===== config.mk =====
export PLATFORM = sky130hd
export DESIGN_NAME = cdb_scheduler
export DESIGN_NICKNAME = d
export VERILOG_FILES = /design/src/rtl/cdb_scheduler.sv
export SDC_FILE = /design/constraint.sdc
export NUM_CORES = 1
export LEC_CHECK = 0
export CAP_MARGIN = 10
export CORE_AREA = 2 2 175 177
export CTS_CLUSTER_SIZE = 16
export DETAILED_ROUTE_END_ITERATION = 8
export DIE_AREA = 0 0 177 179
export PLACE_DENSITY_LB_ADDON = 0.05
export RECOVER_POWER = 100
export SETUP_SLACK_MARGIN = 0.2
export SLEW_MARGIN = 20
export SYNTH_ARGS = -nofsm -noshare
export SYNTH_HDL_FRONTEND = slang
export SYNTH_SLANG_ARGS = --single-unit

===== constraint.sdc =====
create_clock -name clk_i -period 2.2 [get_ports clk_i]
set_input_delay 0.44 -clock clk_i [delete_from_list [all_inputs] [get_ports clk_i]]
set_output_delay 0.44 -clock clk_i [all_outputs]
set_load 0.05 [all_outputs]

===== src/rtl/cdb_scheduler.sv =====
// cdb_scheduler: Common Data Bus arbiter with a one-entry output register.
// The max-priority EU normally wins. A saturating streak counter forces a
// round-robin low-priority grant once the max-priority EU has won MAX_STREAK
// times in a row while low-priority requesters were waiting.
module cdb_scheduler #(
  parameter int N_LP       = 4,
  parameter int DATA_W     = 72,
  parameter int MAX_STREAK = 4
) (
  input  logic                       clk_i,
  input  logic                       rst_i,
  input  logic                       flush_i,
  input  logic                       max_prio_valid_i,
  output logic                       max_prio_ready_o,
  input  logic [DATA_W-1:0]          max_prio_data_i,
  input  logic [N_LP-1:0]            valid_i,
  output logic [N_LP-1:0]            ready_o,
  input  logic [N_LP*DATA_W-1:0]     lp_data_i,
  output logic                       rob_valid_o,
  input  logic                       rob_ready_i,
  output logic [DATA_W-1:0]          rob_data_o,
  output logic [$clog2(N_LP+1)-1:0]  served_o
);

  localparam int PTR_W = (N_LP > 1) ? $clog2(N_LP) : 1;
  localparam int STR_W = $clog2(MAX_STREAK + 1);
  localparam int SRV_W = $clog2(N_LP + 1);

  logic              rob_valid_reg;
  logic [DATA_W-1:0] rob_data_reg;
  logic [SRV_W-1:0]  served_reg;
  logic [PTR_W-1:0]  rr_ptr_reg;
  logic [STR_W-1:0]  streak_reg;

  logic [DATA_W-1:0] lp_data_arr [N_LP];
  logic [N_LP-1:0]   upper_req;
  logic [PTR_W-1:0]  lp_win;
  logic              en;
  logic              blocked;
  logic              any_lp;
  logic              starving;
  logic              grant_max;
  logic              grant_lp;

  // Lowest set bit of a request vector (0 when empty; callers guard on non-empty).
  function automatic logic [PTR_W-1:0] lowest_set(input logic [N_LP-1:0] v);
    logic [PTR_W-1:0] idx;
    idx = '0;
    for (int i = N_LP - 1; i >= 0; i--) begin
      if (v[i]) idx = PTR_W'(i);
    end
    return idx;
  endfunction

  // Unpack the flat payload bus and mark requests at or above the RR pointer.
  for (genvar gi = 0; gi < N_LP; gi++) begin : g_lp
    assign lp_data_arr[gi] = lp_data_i[gi*DATA_W +: DATA_W];
    assign upper_req[gi]   = valid_i[gi] && (PTR_W'(gi) >= rr_ptr_reg);
  end

  assign en       = !rob_valid_reg || rob_ready_i;
  assign blocked  = rst_i || flush_i;
  assign any_lp   = |valid_i;
  assign starving = any_lp && (streak_reg == STR_W'(MAX_STREAK));

  // Round robin: first request at or above rr_ptr, otherwise wrap to the lowest one.
  always_comb begin
    lp_win = '0;
    if (|upper_req) lp_win = lowest_set(upper_req);
    else            lp_win = lowest_set(valid_i);
  end

  // Winner selection; starvation override beats the max-priority EU.
  always_comb begin
    grant_max = 1'b0;
    grant_lp  = 1'b0;
    if (!blocked && en) begin
      if (starving)              grant_lp  = 1'b1;
      else if (max_prio_valid_i) grant_max = 1'b1;
      else if (any_lp)           grant_lp  = 1'b1;
    end
  end

  // Combinational one-hot accept strobes.
  always_comb begin
    ready_o = '0;
    if (grant_lp) ready_o[lp_win] = 1'b1;
    max_prio_ready_o = grant_max;
  end

  // Output register, round-robin pointer and streak counter.
  always_ff @(posedge clk_i) begin
    if (rst_i || flush_i) begin
      rob_valid_reg <= 1'b0;
      rob_data_reg  <= '0;
      served_reg    <= '0;
      rr_ptr_reg    <= '0;
      streak_reg    <= '0;
    end else if (en) begin
      rob_valid_reg <= grant_max || grant_lp;
      if (grant_max) begin
        rob_data_reg <= max_prio_data_i;
        served_reg   <= '0;
        if (any_lp) begin
          if (streak_reg != STR_W'(MAX_STREAK)) streak_reg <= streak_reg + STR_W'(1);
        end else begin
          streak_reg <= '0;
        end
      end else if (grant_lp) begin
        rob_data_reg <= lp_data_arr[lp_win];
        served_reg   <= SRV_W'(lp_win) + SRV_W'(1);
        streak_reg   <= '0;
        rr_ptr_reg   <= (lp_win == PTR_W'(N_LP - 1)) ? '0 : lp_win + PTR_W'(1);
      end
    end
  end

  assign rob_valid_o = rob_valid_reg;
  assign rob_data_o  = rob_data_reg;
  assign served_o    = served_reg;

endmodule


==> impl_metrics.json <==
{
  "outcome": "finished with violations",
  "violations": "setup timing",
  "vias": 7562,
  "antenna_left": 0,
  "post_drt_wl_per_cell_um": 22.9,
  "arrival_ns": 1.77,
  "final_util_pct": 43.5,
  "path_cells": "nor2b_4 -> a311o_2 -> and2_4 -> ha_4 -> and2_4 -> buf_12",
  "ys_ff_latch": 81,
  "syn-instance-count": 658,
  "mostFrequentLayoutCell": "clkdlybuf4s50_1",
  "reg2reg_from": "streak_reg[0]",
  "final-hold-violation-count": 0,
  "drv.max_cap_violation_count": 0,
  "synth_cell_types": 42,
  "track_usage_pct": 20.8,
  "insertion_delay_ns": 0.36,
  "reg2reg_depth": 9,
  "grt_max_degree": 48,
  "clk_pin_slew_ns": 0.07,
  "layout_common_cells": "360 x clkdlybuf4s50_1, 130 x nand2_1, 77 x dfxtp_1",
  "setup_tns_ns": -0.00995,
  "portBuffers": 449,
  "cp.required_ns": 1.76,
  "drive_gt1_share_pct": 28.8,
  "path_class": "flop to output pin",
  "cts_sinks": 81,
  "vias_per_cell": 4.84,
  "slew_viol_final": 0,
  "core_area_um2": 30000,
  "setup_slack_ns": -0.00742,
  "cts_buffers": 9,
  "drt-pass1-iter-count": 4,
  "fp-row-count": 64,
  "fin_crit_sh_pct": 100,
  "syn_to_final_growth_pct": 131,
  "vdd_ir_drop_max_v": 0.000315,
  "crit_path_start": "rr_ptr_reg[0]",
  "cts_max_level": 3,
  "max_stage_delay_ns": 0.38,
  "p_leak_nw": 4.84,
  "powerDensity_nw_per_um2": 392,
  "syn-num-nets": 1033,
  "clk_path_buf_depth": 2,
  "die_h_um": 179,
  "drtIter0Drc": 213,
  "wl_um": 35800,
  "hp-class": "flop to flop",
  "cts_tree": "built",
  "antenna_found_initial": 1,
  "largest_reg_flops": 72,
  "root_buffer": "clkbuf_16",
  "grt_setup_unrepaired": "yes",
  "dp.cells": 1505,
  "relSlewSlack_pct": 54.1,
  "synth-warning-count": 0,
  "start_util_pct": 18.8,
  "power.total_mw": 5.12,
  "synthesis.area_um2": 5660,
  "die_x_um": 177,
  "avgSynthCellArea_um2": 8.60,
  "fmax_mhz": 453,
  "worst_setup_path_start_kind": "flop",
  "critical_path.max_fanout": 5,
  "gp_congestion": 0.787,
  "drcViolationCount": 0,
  "cp_common_cell": "and2_4",
  "grt_pass1_wl_um": 49100,
  "grt_overflow_total": 0,
  "dp_hpwl_um": 24800,
  "worst_clock_skew_ns": 0.0115,
  "hold_depth": 2,
  "yosysSeqAreaShare_pct": 28.7,
  "worst_path_max_delay_cell": "dfxtp_4",
  "min_period_ns": 2.21,
  "hold_start": "served_o[1]",
  "cp-end-kind": "output pin",
  "max_slew.worst_pin.slew_ns": 0.691,
  "nets": 1536,
  "setup-violations-final": 3,
  "die_area_um2": 31700,
  "final_cells": 1564,
  "grt_pass1_vias": 7757,
  "ios": 450
}
[critical path, delay by kind of cell, from the launching register on]
kind | cells | cell delay [ns]
AOI/OAI and AO/OA | 1 | 0.36
adders and majority gates | 1 | 0.16
DFF | 1 | 0.38
buffers and inverters | 1 | 0.14
and+or+nand+nor | 3 | 0.39
[layer usage]
layer	track usage (%)	part of all wire, %
met4	4.61	1.6
met2	39.5	53
met1	22.6	37
met3	5.94	8.1
met5	0	0
[cells in the mapped netlist (all sizes together)]
library cell / instances / share of area [%]
a211oi: 72 / 9.6
nand3: 1 / 0.088
o21a: 1 / 0.13
inv: 5 / 0.33
nand4: 1 / 0.11
a311oi: 72 / 17
and2: 5 / 0.60
or4: 1 / 0.13
or2: 3 / 0.33
nand2b: 3 / 0.33
a2111oi: 1 / 0.49
o21ai: 2 / 0.18
clkbuf: 30 / 2.0
a21o: 1 / 0.13
dfxtp: 81 / 29
mux2i: 1 / 0.18
a32oi: 2 / 0.31
ha: 6 / 1.3
o221ai: 72 / 11
buf: 47 / 6.1
nand2: 154 / 11
and3: 72 / 8.0
nor3: 2 / 0.18
nor4: 1 / 0.22
o32ai: 1 / 0.15
o31ai: 1 / 0.13
nor2: 9 / 0.69
a311o: 1 / 0.18
nor2b: 3 / 0.33
a21oi: 6 / 0.53
clkinv: 1 / 0.15
[cell type report]
cell class              count  area (um^2)
diodes                      2         5.00
multi-input cells         494         4560
flip-flops and latches     81         1630
inverters                   6         31.3
fillers                  2991        17000
well taps                 396          495
clock buffers              10          239
clock inverters             6         43.8
repair buffers            569         6050
[cell families (layout without fill, tap and decap cells)]
| group | count (synthesis) | in the layout | share of synthesized area [%] |
|---|---|---|---|
| AO/OA/AOI/OAI | 232 | 232 | 39.6 |
| adder cells (fa/ha/maj) | 6 | 6 | 1.33 |
| buffers and inverters | 83 | 591 | 8.60 |
| flip-flops | 81 | 81 | 28.7 |
| multiplexers | 1 | 1 | 0.177 |
| other | 0 | 2 | 0 |
| AND/OR/NAND/NOR | 255 | 255 | 21.6 |
[through the flow]
stage / hold slack [ns] / setup WS [ns] / area (um^2)
after floorplan: 0.468 / 0.0566 / 5760
after global placement: 0.447 / -0.565 / 11200
after detailed placement: 0.451 / -0.580 / 11200
after CTS: 0.465 / -0.0533 / 12400
after global routing: 0.501 / -0.0540 / 13100
final: 0.460 / -0.00742 / 13100
[power breakdown]
group | switching (mW) | internal (mW)
clock network | 0.747 | 0.802
registers | 0.0256 | 1.51
logic | 0.946 | 1.09
total | 1.72 | 3.40
[worst paths after layout]
| path | slack (ns) | to |
|---|---|---|
| max reg2reg | 0.11 | rob_data_o[36] |
| min reg2reg | 0.46 | served_o[1] |
| max | -0.007 | ready_o[3] |
| min | 0.46 | served_o[1] |
[timing repair]
item / CTS / global route
resized for setup: 169 / 94
hold buffers: 0 / 0
pin swaps: 132 / 32
cloned: 6 / 7
setup endpoints to repair: 85 / 92
buffers inserted: 20 / 8
Power figures use the tool's default switching activity.
